==> config.mk <==
export PLATFORM = sky130hd
export DESIGN_NAME = vga_timing_gen
export DESIGN_NICKNAME = d
export VERILOG_FILES = /design/src/rtl/vga_timing_pkg.sv /design/src/rtl/vga_axis_counter.sv /design/src/rtl/vga_timing_gen.sv
export SDC_FILE = /design/constraint.sdc
export NUM_CORES = 1
export LEC_CHECK = 0
export CAP_MARGIN = 10
export CORE_MARGIN = 2
export CORE_UTILIZATION = 52
export DETAILED_ROUTE_END_ITERATION = 12
export DONT_BUFFER_PORTS = 1
export PLACE_DENSITY_LB_ADDON = 0.15
export SLEW_MARGIN = 20
export SYNTH_ARGS = -nofsm -noshare
export SYNTH_HDL_FRONTEND = slang
export SYNTH_SLANG_ARGS = --single-unit
==> constraint.sdc <==
create_clock -name i_Clk -period 2.4 [get_ports i_Clk]
set_input_delay 0.24 -clock i_Clk [delete_from_list [all_inputs] [get_ports i_Clk]]
set_output_delay 0.24 -clock i_Clk [all_outputs]
set_load 0.02 [all_outputs]
==> src/rtl/vga_timing_pkg.sv <==
// Default 640x480@60 raster constants and a small window-decode helper
// shared by the VGA timing generator and its axis counters.
package vga_timing_pkg;

  localparam int DEF_H_DISPLAY = 640;
  localparam int DEF_H_FRONT   = 16;
  localparam int DEF_H_SYNC    = 96;
  localparam int DEF_H_BACK    = 48;
  localparam int DEF_V_DISPLAY = 480;
  localparam int DEF_V_FRONT   = 10;
  localparam int DEF_V_SYNC    = 2;
  localparam int DEF_V_BACK    = 33;
  localparam int DEF_POS_W     = 10;

  localparam int DEF_H_TOTAL = DEF_H_DISPLAY + DEF_H_FRONT + DEF_H_SYNC + DEF_H_BACK;
  localparam int DEF_V_TOTAL = DEF_V_DISPLAY + DEF_V_FRONT + DEF_V_SYNC + DEF_V_BACK;

  localparam int DEF_H_SYNC_START = DEF_H_DISPLAY + DEF_H_FRONT;
  localparam int DEF_H_SYNC_END   = DEF_H_SYNC_START + DEF_H_SYNC;
  localparam int DEF_V_SYNC_START = DEF_V_DISPLAY + DEF_V_FRONT;
  localparam int DEF_V_SYNC_END   = DEF_V_SYNC_START + DEF_V_SYNC;

  function automatic logic in_window(input int val, input int lo, input int hi);
    return (val >= lo) && (val < hi);
  endfunction

endpackage

==> src/rtl/vga_axis_counter.sv <==
// One raster axis: mod-TOTAL counter holding the next position to present,
// plus the registered presented position and sync level.
module vga_axis_counter
  import vga_timing_pkg::*;
#(
  parameter int TOTAL    = DEF_H_TOTAL,
  parameter int DISP     = DEF_H_DISPLAY,
  parameter int SYNC_LO  = DEF_H_SYNC_START,
  parameter int SYNC_HI  = DEF_H_SYNC_END,
  parameter int POS_W    = DEF_POS_W,
  parameter bit SYNC_POL = 1'b0
) (
  input  logic             clk_i,
  input  logic             rst_ni,
  input  logic             load_i,
  input  logic             step_i,
  output logic [POS_W-1:0] cnt_o,
  output logic [POS_W-1:0] pos_o,
  output logic             in_disp_o,
  output logic             sync_o
);

  localparam logic [POS_W-1:0] LAST = POS_W'(TOTAL - 1);

  logic [POS_W-1:0] cnt_q, cnt_d;
  logic [POS_W-1:0] pos_q, pos_d;
  logic             sync_q, sync_d;
  int               cnt_int;

  assign cnt_int = int'(cnt_q);

  // cnt_q leads the presented position by one advance, so decode is registered
  always_comb begin
    cnt_d  = cnt_q;
    pos_d  = pos_q;
    sync_d = sync_q;
    if (step_i) begin
      cnt_d = (cnt_q == LAST) ? '0 : cnt_q + 1'b1;
    end
    if (load_i) begin
      pos_d  = cnt_q;
      sync_d = in_window(cnt_int, SYNC_LO, SYNC_HI) ? SYNC_POL : ~SYNC_POL;
    end
  end

  always_ff @(posedge clk_i or negedge rst_ni) begin
    if (!rst_ni) begin
      cnt_q  <= '0;
      pos_q  <= '0;
      sync_q <= ~SYNC_POL;
    end else begin
      cnt_q  <= cnt_d;
      pos_q  <= pos_d;
      sync_q <= sync_d;
    end
  end

  assign in_disp_o = (cnt_int < DISP);
  assign cnt_o     = cnt_q;
  assign pos_o     = pos_q;
  assign sync_o    = sync_q;

endmodule

==> src/rtl/vga_timing_gen.sv <==
// Raster timing source: H/V axis counters, display-active flag and
// line/frame strobes, all registered and aligned to the presented pixel.
module vga_timing_gen
  import vga_timing_pkg::*;
#(
  parameter int H_DISPLAY = DEF_H_DISPLAY,
  parameter int H_FRONT   = DEF_H_FRONT,
  parameter int H_SYNC    = DEF_H_SYNC,
  parameter int H_BACK    = DEF_H_BACK,
  parameter int V_DISPLAY = DEF_V_DISPLAY,
  parameter int V_FRONT   = DEF_V_FRONT,
  parameter int V_SYNC    = DEF_V_SYNC,
  parameter int V_BACK    = DEF_V_BACK,
  parameter bit SYNC_POL  = 1'b0,
  parameter int POS_W     = DEF_POS_W
) (
  input  logic             i_Clk,
  input  logic             i_Rst_L,
  input  logic             i_Pix_En,
  output logic             o_HSync,
  output logic             o_VSync,
  output logic             o_Display_On,
  output logic [POS_W-1:0] o_HPos,
  output logic [POS_W-1:0] o_VPos,
  output logic             o_Line_Start,
  output logic             o_Frame_Start,
  output logic             o_Frame_End
);

  localparam int H_TOTAL = H_DISPLAY + H_FRONT + H_SYNC + H_BACK;
  localparam int V_TOTAL = V_DISPLAY + V_FRONT + V_SYNC + V_BACK;
  localparam logic [POS_W-1:0] H_LAST  = POS_W'(H_TOTAL - 1);
  localparam logic [POS_W-1:0] V_VBLNK = POS_W'(V_DISPLAY);

  logic [POS_W-1:0] h_cnt, v_cnt;
  logic             h_in_disp, v_in_disp;
  logic             h_wrap;

  logic disp_q, disp_d;
  logic line_q, line_d;
  logic fstart_q, fstart_d;
  logic fend_q, fend_d;

  assign h_wrap = i_Pix_En && (h_cnt == H_LAST);

  vga_axis_counter #(
    .TOTAL    (H_TOTAL),
    .DISP     (H_DISPLAY),
    .SYNC_LO  (H_DISPLAY + H_FRONT),
    .SYNC_HI  (H_DISPLAY + H_FRONT + H_SYNC),
    .POS_W    (POS_W),
    .SYNC_POL (SYNC_POL)
  ) u_h_axis (
    .clk_i     (i_Clk),
    .rst_ni    (i_Rst_L),
    .load_i    (i_Pix_En),
    .step_i    (i_Pix_En),
    .cnt_o     (h_cnt),
    .pos_o     (o_HPos),
    .in_disp_o (h_in_disp),
    .sync_o    (o_HSync)
  );

  // V presents on every pixel advance so it stays aligned with H; it counts only on H wrap
  vga_axis_counter #(
    .TOTAL    (V_TOTAL),
    .DISP     (V_DISPLAY),
    .SYNC_LO  (V_DISPLAY + V_FRONT),
    .SYNC_HI  (V_DISPLAY + V_FRONT + V_SYNC),
    .POS_W    (POS_W),
    .SYNC_POL (SYNC_POL)
  ) u_v_axis (
    .clk_i     (i_Clk),
    .rst_ni    (i_Rst_L),
    .load_i    (i_Pix_En),
    .step_i    (h_wrap),
    .cnt_o     (v_cnt),
    .pos_o     (o_VPos),
    .in_disp_o (v_in_disp),
    .sync_o    (o_VSync)
  );

  always_comb begin
    disp_d   = i_Pix_En ? (h_in_disp && v_in_disp) : disp_q;
    line_d   = i_Pix_En && (h_cnt == '0);
    fstart_d = line_d && (v_cnt == '0);
    fend_d   = line_d && (v_cnt == V_VBLNK);
  end

  always_ff @(posedge i_Clk or negedge i_Rst_L) begin
    if (!i_Rst_L) begin
      disp_q   <= 1'b0;
      line_q   <= 1'b0;
      fstart_q <= 1'b0;
      fend_q   <= 1'b0;
    end else begin
      disp_q   <= disp_d;
      line_q   <= line_d;
      fstart_q <= fstart_d;
      fend_q   <= fend_d;
    end
  end

  assign o_Display_On  = disp_q;
  assign o_Line_Start  = line_q;
  assign o_Frame_Start = fstart_q;
  assign o_Frame_End   = fend_q;

endmodule

## Word level (Yosys, flattened, before mapping)

Index checks and enable logic that the tools add are counted.

| operators by class | value |
|---|---|
| multiply operators | 0 |
| mux-type cells | 4 |
| shift-type cells | 0 |
| $lt $le $gt $ge | 6 |
| div/mod/pow operators | 0 |
| reduce and logical (&&, ||, !) cells | 9 |
| $add $sub $neg | 2 |
| bitwise operators | 0 |
| eq/ne operators | 3 |

Operator list:

| kind | count |
|---|---|
| 10-bit by 1-bit adder with 10-bit output (second input constant) | 2 |
| 10-bit == test (second input constant) | 2 |
| 10-bit logical NOT | 2 |
| 10-bit less-than comparator (second input constant) | 2 |
| 10-bit by 9-bit less-than comparator with 1-bit output (second input constant) | 2 |
| 10-bit 2-to-1 mux | 2 |
| 10-bit by 9-bit == test with 1-bit output (second input constant) | 1 |
| 10-bit greater-or-equal comparator (second input constant) | 1 |
| 10-bit by 9-bit greater-or-equal comparator with 1-bit output (second input constant) | 1 |
| 1-bit logical AND | 7 |
| 1-bit 2-to-1 mux | 2 |

| storage, ports and cells | value |
|---|---|
| latch bits | 0 |
| ROM bits | 0 |
| input port bits | 3 |
| logic and storage cells | 34 |
| memory bits (writable) | 0 |
| memories kept | 0 |
| register bits | 46 |

## Depth between registers and ports, before layout

Gate-level depths: netlist (run 1).

| depth | value |
|---|---|
| word-level depth | 3 |
| depth in mapped cells | 6 |
| gate-level depth less buffers | 6 |

## Cells and area by module

From an unflattened synthesis (run 1), not the netlist that was laid out.

| unflattened totals | value |
|---|---|
| cells, all modules | 188 |
| area total of the unflattened synthesis | 2,205.9 um^2 |

Modules (own cells, without submodules):

| module | seq. area each (um^2) | cells an instance | times used | area an instance (um^2) |
|---|---|---|---|---|
| vga_axis_counter (u_h_axis) | 526.8 | 82 | 1 | 999.7 |
| vga_axis_counter (u_v_axis) | 526.8 | 83 | 1 | 965.9 |
| vga_timing_gen | 100.1 | 23 | 1 | 240.2 |

## Worst setup path after synthesis (run 1)

No wires, ideal clock.

| path | value |
|---|---|
| path kind | register to register |
| start | register u_h_axis.cnt_q[0], in the netlist u_h_axis.cnt_o[0] |
| end | register u_v_axis.cnt_q[9], in the netlist u_v_axis.cnt_o[9] |
| path buffers | 0 |
| cell stages (with the launch flop) | 6 |
| library setup time | 0.082 ns |
| clock period less this slack | 1.986 ns |
| setup slack | 0.414 ns |
| data arrival time | 1.904 ns |
| path through | dfrtp_1 ha_1 nand4_2 or4_4 or4_4 a22oi_2 |

| between the ends | value |
|---|---|
| longest elaborated chain between the ends | 2 |

RTL lines:

| element | RTL line | text |
|---|---|---|
| start, declared | vga_axis_counter.sv:25 | `logic [POS_W-1:0] cnt_q, cnt_d;` |
| start signal, assigned | vga_axis_counter.sv:52 | `cnt_q <= cnt_d;` |
| 10-bit == test | vga_timing_gen.sv:44 | `assign h_wrap = i_Pix_En && (h_cnt == H_LAST);` |
| 1-bit logical AND | vga_timing_gen.sv:44 |  |
| end signal, assigned | vga_axis_counter.sv:52 |  |
| end, declared | vga_axis_counter.sv:25 |  |

No other way between the ends.
A chain may end at the register's enable or synchronous reset.

## Final worst setup path (run 1)

| path | value |
|---|---|
| start | register u_h_axis.cnt_q[1], in the netlist u_h_axis.cnt_o[1] |
| end | register u_v_axis.cnt_q[9], in the netlist u_v_axis.cnt_o[9] |

Same word-level chain as after synthesis.

==> results_dict.tcl, run 1 <==
set metrics [dict create \
    fp.dieH_um 67.5 \
    arrival_ps 2390 \
    finalWeightedCongestion 0.857 \
    first_iter_violations 74 \
    num_rows 23 \
    setup_viol 0 \
    ant_nets 0 \
    end_kind "flop" \
    first_pass_iters 4 \
    path_clk_slew_ps 80 \
    path_buf_inv 0 \
    fin_util_pct 58.1 \
    cp_common_cell "or4_4" \
    dp_hpwl_um 2600 \
    cts.htree.levels 2 \
    first_global_vias 1281 \
    cts_sinks 46 \
    startpoint_type "flop" \
    synth-edff-count 0 \
    num_vias 1347 \
    skew_ps 9.46 \
    antenna_found_initial 0 \
    cts_tree "built" \
    hp-class "in -> reg" \
    syn_to_final_growth_pct 9.25 \
    ioPinCount 29 \
    tns_ps 0 \
    slowest_delay_ps 590 \
    numCtsBuffers 5 \
    die_area_um2 4560 \
    synth_nets 187 \
    finalWirelength_um 3860 \
    path_delay_family "simple AND/OR/NAND/NOR gates" \
    syn_area_um2 2100 \
    cts_hold_buffers 3 \
    synth.distinct_cells 41 \
    clk-insertion-delay-late_ps 300 \
    max_freq_ghz 0.461 \
    yosysWarnings 0 \
    rsz0062_at_grt "false" \
    cp_max_fo 5 \
    worst_path_max_delay_cell "or4_4" \
    outcome "finished, final reports clean" \
    drive_gt1_share_pct 20.1 \
    drv_slew 0 \
    root_buffer "clkbuf_8" \
    post_cts.repair.setup_buffers 0 \
    drv_cap 0 \
    synth-seq-area-share_pct 55.0 \
    synth_top_cell_area_share_pct 52.5 \
    worstSetupPathType "reg -> reg" \
    vias_per_cell 5.76 \
    fin_crit_ps 2170 \
    post-route-drc-count 0 \
    leakagePower_nw 1.05 \
    ys.flop_type "dfrtp_1" \
    tightest_slew_ps 550 \
    clock_path_buffers 2 \
    ys_ff_latch 46 \
    postPlaceCellArea_um2 2140 \
    cts_resized 0 \
    fin_crit_sh_pct 90.4 \
    port-buffer-count 0 \
    cp_cell_sequence "ha_1, nand4_2, or4_4, or4_4, a22oi_2" \
    grt.overflow.total 0 \
    final_nets 191 \
    grt_max_degree 47 \
    slew_headroom_pct 63.0 \
    die_w_um 67.5 \
    power_density_nw_per_um2 774 \
    diodes 0 \
    syn_area_per_cell_um2 11.7 \
    hold_violations 0 \
    grt.total_usage_pct 19.7 \
    yosys.area.top_type "dfrtp_1" \
    peakVddDrop_mv 0.430 \
    core_area_um2 3940 \
    final_cell_area_um2 2290 \
    grt_pass1_wl_um 6400 \
    start_util_pct 53.2 \
    synth.area.top_cells "dfrtp_1 (53%), mux2_2 (10%), ha_1 (3.0%)" \
    num-fill-cells 339 \
    wire_per_inst_um 16.5 \
    crit_required_ps 2620 \
    netlist_instances 179 \
    synthArstFlopShare_pct 100 \
]
==> report_power, final <==
part	switching [W]	internal [W]	total, W
Clock	0.000250	0.000312	0.000562
Combinational	0.0000826	0.0000982	0.000181
Sequential	0.000172	0.000860	0.00103
==> final timing paths <==
check	start	to	slack (ps)	cells past startpoint
worst min-delay path	i_Pix_En	u_h_axis.cnt_o[1]	30	1
worst max-delay path	u_h_axis.cnt_o[1]	u_v_axis.cnt_o[9]	230	5
worst max register to register	u_h_axis.cnt_o[1]	u_v_axis.cnt_o[9]	230	5
worst min register to register	u_v_axis.cnt_o[7]	u_v_axis.cnt_o[7]	540	1
max in group asynchronous	i_Rst_L	u_v_axis.sync_o	1700	2
min in group asynchronous	i_Rst_L	o_Frame_End	440	2
==> cell families after synthesis <==
family / after synthesis / share of synthesized area [%]
AO/OA/AOI/OAI: 19 / 5.91
XOR/XNOR: 10 / 4.18
adder cells (fa/ha/maj): 5 / 2.98
buffers and inverters: 15 / 3.04
flip-flops: 46 / 55.0
multiplexers: 20 / 10.7
AND/OR/NAND/NOR: 64 / 18.2
==> state kept, by name, indices dropped and copies added, names as in the netlist <==
register and cells:
u_h_axis.cnt_o 10, u_h_axis.pos_o 10, u_v_axis.cnt_o 10, u_v_axis.pos_o 10
o_Display_On 1, o_Frame_End 1, o_Frame_Start 1, o_Line_Start 1
u_h_axis.sync_o 1, u_v_axis.sync_o 1
==> cell type report <==
type	count	area, um^2	area share [%]
tap	50	62.6	2.73
sequential	46	1150	50.4
timing repair buffer	5	62.6	2.73
multi-input combinational	118	880	38.4
clock buffer	7	76.3	3.33
inverter	7	26.3	1.15
clock inverter	1	30.0	1.31
==> Yosys cell counts, types with 2 or more instances <==
library cell	number
ha_1	5
and3_1	2
xnor2_1	7
and4_1	2
nand4b_1	2
o21ai_0	9
o31ai_1	2
or4_4	2
nor4_1	2
nand2_1	10
nor2_1	11
dfstp_2	2
mux2_2	19
nand3_1	12
nor3_1	3
nor4b_1	2
and4_2	2
a21oi_1	2
dfrtp_1	44
buf_2	3
nand2b_1	2
nand4_1	3
xor2_1	3
clkbuf_1	4
or4_1	2
inv_1	7
==> layer usage <==
layer	share of wire, %	global-route usage [%]	vias to the layer above	wire (um)
li1	-	-	651	-
met1	49	28.5	669	1880
met2	45	26.7	22	1730
met3	4.3	6.00	5	165
met4	2.1	9.18	0	83
met5	0	0	-	0
==> placed cells by master, fill, tap and decap left out, types with 3 or more instances in the layout <==
master	n
clkbuf_8	5
dfrtp_1	44
ha_1	5
inv_1	7
mux2_2	19
nand2_1	10
nand3_1	12
nand4_1	3
nor2_1	11
nor3_1	3
o21ai_0	9
xnor2_1	7
xor2_1	3
==> per-stage QoR <==
| step | hold WS [ps] | cells | setup slack, ps | power (W) |
|---|---|---|---|---|
| final | 30.0 | 234 | 230 | 0.00177 |
| after global routing | 21.2 | 234 | 161 | 0.00187 |
| after CTS | 25.0 | 234 | 238 | 0.00180 |
| after detailed placement | -54.6 | 223 | 256 | 0.00121 |
| after global placement | -54.4 | 223 | 331 | 0.00119 |
| after floorplan | -55.6 | 179 | 414 | 0.00118 |
Note: power is estimated with default switching activity, not from simulation.
==> inputs of run 2 (changes only) <==
GPL_ROUTABILITY_DRIVEN = 0   (was unset)
==> run 2 against run 1 <==
Against the previous run: non-clock buffer count unchanged; register-to-register slack barely moved; largest cell class unchanged; critical path type unchanged; setup slack lost 6.2 ps; combinational power is essentially flat; clock-buffer cell count is the same; via count up 1.3%; sequential share of layout area increased by 0.67 points; die area stayed put.
==> results_dict.tcl, run 2 (same netlist as run 1, synthesis figures left out) <==
set metrics [dict create \
    outcome "finished, final reports clean" \
    tns_ps 0 \
    slowest_delay_ps 590 \
    die_w_um 67.5 \
    wire_per_inst_um 16.6 \
    seq_area_um2 1150 \
    setup_viol 0 \
    cts_tree "built" \
    leakagePower_nw 1.03 \
    final_cell_mix "dfrtp_1 (44), mux2_2 (19), nand3_1 (12), nor2_1 (11), nand2_1 (10)" \
    final_nets 191 \
    first_iter_violations 92 \
    tightest_slew_ps 609 \
    dp_hpwl_um 2630 \
    num_rows 23 \
    crit_required_ps 2610 \
    drv_slew 0 \
    skew_ps 5.95 \
    cts_sinks 46 \
    multi_input_area_um2 880 \
    ant_nets 0 \
    fp.dieH_um 67.5 \
    fin_crit_ps 2180 \
    start_util_pct 53.2 \
    hold_violations 0 \
    grt_max_degree 47 \
    final_cell_area_um2 2260 \
    vias_per_cell 5.86 \
    finalWirelength_um 3870 \
    path_clk_slew_ps 70 \
    cp_common_cell "or4_4" \
    clk-insertion-delay-late_ps 290 \
    grt.total_usage_pct 19.7 \
    ioPinCount 29 \
    drv_cap 0 \
    first_pass_iters 4 \
    numCtsBuffers 5 \
    num-fill-cells 332 \
    post_cts.repair.setup_buffers 0 \
    worstSetupPathType "reg -> reg" \
    cts.htree.levels 2 \
    clock_path_buffers 2 \
    path_buf_inv 0 \
    port-buffer-count 0 \
    core_area_um2 3940 \
    first_global_vias 1333 \
    syn_to_final_growth_pct 7.82 \
    setup_ws_ps 224 \
    num_vias 1365 \
    grt.overflow.total 0 \
    post-route-drc-count 0 \
    fin_crit_sh_pct 90.7 \
    peakVddDrop_mv 0.434 \
    cp_cell_sequence "ha_1, nand4_2, or4_4, or4_4, a22oi_2" \
    grt_pass1_wl_um 6550 \
    arrival_ps 2390 \
    drive_gt1_share_pct 19.7 \
    postPlaceCellArea_um2 2140 \
    diodes 0 \
    final_common_cell "dfrtp_1" \
    path_delay_family "simple AND/OR/NAND/NOR gates" \
    end_kind "flop" \
    root_buffer "clkbuf_8" \
    cp_max_fo 5 \
    antenna_found_initial 0 \
    max_freq_ghz 0.460 \
    die_area_um2 4560 \
    worst_path_max_delay_cell "or4_4" \
    slew_headroom_pct 59.1 \
    hp-class "in -> reg" \
    power_density_nw_per_um2 724 \
    rsz0062_at_grt "false" \
    startpoint_type "flop" \
    dp_slack_ps 243 \
]
==> run 2: cell types whose count changed in the layout (fill, tap and decap cells not counted) <==
cell / delta
bufinv_16: -1
==> run 2: power by group <==
part	internal, W	total (W)	switching [W]
clock	0.000200	0.000424	0.000223
combinational	0.0000974	0.000180	0.0000825
sequential	0.000860	0.00103	0.000174
total	0.00116	0.00164	0.000480
==> run 2: layer usage <==
layer | vias to the layer above | routed length, um | global-route usage (%)
met2 | 30 | 1810 | 30.1
met5 | - | 0 | 0
met3 | 4 | 181 | 6.17
met1 | 682 | 1830 | 27.0
met4 | 0 | 46 | 6.12
li1 | 649 | - | -
==> run 2: through the flow <==
step	hold WS (ps)	power, W	utilization [%]	cells
after CTS	35.2	0.00166	57.3	233
after global placement	-54.4	0.00119	54.2	223
final	44.3	0.00164	57.3	233
after global routing	27.8	0.00175	57.3	233
after floorplan	-55.6	0.00118	-	179
after detailed placement	-54.3	0.00120	54.2	223
==> run 2: layout make-up <==
cell class                      instances  area share [%]
Inverter                                7            1.16
Sequential cell                        46            51.0
Tap cell                               50            2.77
Multi-Input combinational cell        118            38.9
Timing Repair Buffer                    5            2.77
Clock buffer                            7            3.38
==> run 2: worst reg2reg max path: cells and delay by family, from the launching register on <==
| family | cells | cell delay, ps |
|---|---|---|
| flip-flops | 1 | 400 |
| AO/OA/AOI/OAI | 1 | 150 |
| adder cells (fa/ha/maj) | 1 | 270 |
| AND/OR/NAND/NOR | 3 | 1280 |
==> run 2: timing repair <==
action | in CTS | in global routing
hold buffers | 3 | 0
setup endpoints to repair | 0 | 0
hold endpoints to repair | 47 | 0
resized for setup | 0 | 0
==> run 2: worst paths after layout <==
| check | endpoint | from | slack, ps | cells after the start |
|---|---|---|---|---|
| min | u_h_axis.cnt_o[1] | i_Pix_En | 40 | 1 |
| min reg2reg | u_v_axis.cnt_o[7] | u_v_axis.cnt_o[7] | 550 | 1 |
| max in group asynchronous | u_v_axis.sync_o | i_Rst_L | 1660 | 2 |
| min in group asynchronous | o_Display_On | i_Rst_L | 480 | 2 |
| max reg2reg | u_v_axis.cnt_o[9] | u_h_axis.cnt_o[0] | 220 | 5 |
| max | u_v_axis.cnt_o[9] | u_h_axis.cnt_o[0] | 220 | 5 |
==> inputs of run 3 (changes only) <==
CTS_BUF_LIST = sky130_fd_sc_hd__clkbuf_2 sky130_fd_sc_hd__clkbuf_4 sky130_fd_sc_hd__clkbuf_8   (was unset)
HOLD_SLACK_MARGIN = 0.08   (was unset)
==> run 3 against run 2 <==
Against the previous run: clock power up 5.9%; largest cell class unchanged; hold slack gained 46 ps; clock-buffer cell count unchanged; critical path depth unchanged; maximum frequency hardly changed; critical endpoint unchanged; non-clock buffer count unchanged; largest power group unchanged; final area rose by 0.33%; routed wire length increased by 0.49%; combinational power about the same; flip-flop and latch count did not move; clock skew fell by 0.73 ps; die area is the same.
==> results_dict.tcl, run 3 (same netlist as run 1, synthesis figures left out) <==
set metrics [dict create \
    fp.dieH_um 67.5 \
    cp_max_fo 5 \
    tns_ps 0 \
    skew_ps 5.22 \
    syn_to_final_growth_pct 8.17 \
    cts_hold_buffers 3 \
    ant_nets 0 \
    path_clk_slew_ps 80 \
    num-fill-cells 332 \
    num_vias 1374 \
    clk-insertion-delay-late_ps 290 \
    outcome "finished, final reports clean" \
    die_w_um 67.5 \
    max_freq_ghz 0.460 \
    drive_gt1_share_pct 20.8 \
    grt.total_usage_pct 19.8 \
    final_cell_mix "dfrtp_1 (44), mux2_2 (19), nand3_1 (12), nor2_1 (11), nand2_1 (10)" \
    fin_crit_ps 2180 \
    cts_tree "built" \
    worstSetupPathType "reg -> reg" \
    slew_headroom_pct 57.8 \
    first_global_vias 1339 \
    grt.overflow.total 0 \
    arrival_ps 2390 \
    end_kind "flop" \
    r2r_slack_ps 220 \
    dp_hpwl_um 2630 \
    grt_max_degree 47 \
    startpoint_type "flop" \
    rsz0062_at_grt "false" \
    worstHoldEndpoint "u_h_axis.sync_o" \
    r2r_start "u_h_axis.cnt_o[0]" \
    hold_violations 0 \
    cts_resized 0 \
    fin_crit_sh_pct 90.6 \
    setup_viol 0 \
    final_common_cell "dfrtp_1" \
    ioPinCount 29 \
    first_pass_iters 4 \
    grt_pass1_wl_um 6560 \
    hp-class "in -> reg" \
    wire_per_inst_um 16.7 \
    port-buffer-count 0 \
    core_area_um2 3940 \
    post-route-drc-count 0 \
    cts_sinks 46 \
    clock_path_buffers 2 \
    drv_slew 0 \
    num_rows 23 \
    crit_required_ps 2610 \
    min-delay-start "i_Pix_En" \
    post_cts.repair.setup_buffers 0 \
    final_nets 191 \
    tightest_slew_ps 628 \
    start_util_pct 53.2 \
    reg2regPathDepth 5 \
    first_iter_violations 95 \
    finalWirelength_um 3890 \
    fin_util_pct 57.5 \
    cts.htree.levels 2 \
    root_buffer "clkbuf_8" \
    diodes 0 \
    antenna_found_initial 0 \
    numCtsBuffers 5 \
    r2r-end "u_v_axis.cnt_o[9]" \
    leakagePower_nw 1.04 \
    power_density_nw_per_um2 733 \
    peakVddDrop_mv 0.434 \
    drv_cap 0 \
    die_area_um2 4560 \
    vias_per_cell 5.90 \
    hold_depth 1 \
]
-- run 3: worst max path at each step --
stage | cells after the start | slack (ps) | startpoint | end
floorplan | 5 | 410 | u_h_axis.cnt_o[0] | u_v_axis.cnt_o[9]
global placement | 5 | 330 | u_h_axis.cnt_o[0] | u_v_axis.cnt_o[9]
detailed placement | 5 | 240 | u_h_axis.cnt_o[0] | u_v_axis.cnt_o[9]
CTS | 5 | 230 | u_h_axis.cnt_o[0] | u_v_axis.cnt_o[9]
global route | 5 | 140 | u_h_axis.cnt_o[1] | u_v_axis.cnt_o[9]
finish | 5 | 220 | u_h_axis.cnt_o[0] | u_v_axis.cnt_o[9]
-- run 3: cell type report --
class                      count  area [um^2]  share of cell area [%]
multi-input combinational    118          880                    38.8
sequential                    46         1150                    50.9
tap                           50         62.6                    2.76
inverter                       7         26.3                    1.16
timing repair buffer           5         62.6                    2.76
clock buffer                   7         83.8                    3.70
-- run 3: power breakdown --
group          switching [W]  internal, W
logic              0.0000832    0.0000974
clock network       0.000226     0.000223
registers           0.000173     0.000860
total               0.000483      0.00118
-- run 3: stage by stage --
stage / worst slack (ps) / power [W] / instances / hold slack, ps / instance area [um^2]
final: 225 / 0.00166 / 233 / 90.5 / 2270
after global routing: 141 / 0.00177 / 233 / 81.7 / 2270
after CTS: 225 / 0.00168 / 233 / 81.0 / 2270
after detailed placement: 243 / 0.00120 / 223 / -54.3 / 2140
after global placement: 334 / 0.00119 / 223 / -54.4 / 2140
after floorplan: 414 / 0.00118 / 179 / -55.6 / 2100
-- run 3: layer usage --
metal / vias up / global-route usage [%] / wire (um)
li1: 648 / - / -
met1: 687 / 27.0 / 1790
met2: 33 / 30.3 / 1820
met3: 6 / 6.17 / 226
met4: 0 / 6.12 / 48
met5: - / 0 / 0
-- run 3: worst max-delay path: stages (launching register included) --
cell     delay, ps
dfrtp_1        410
ha_1           270
nand4_2        190
or4_4          590
or4_4          490
a22oi_2        150
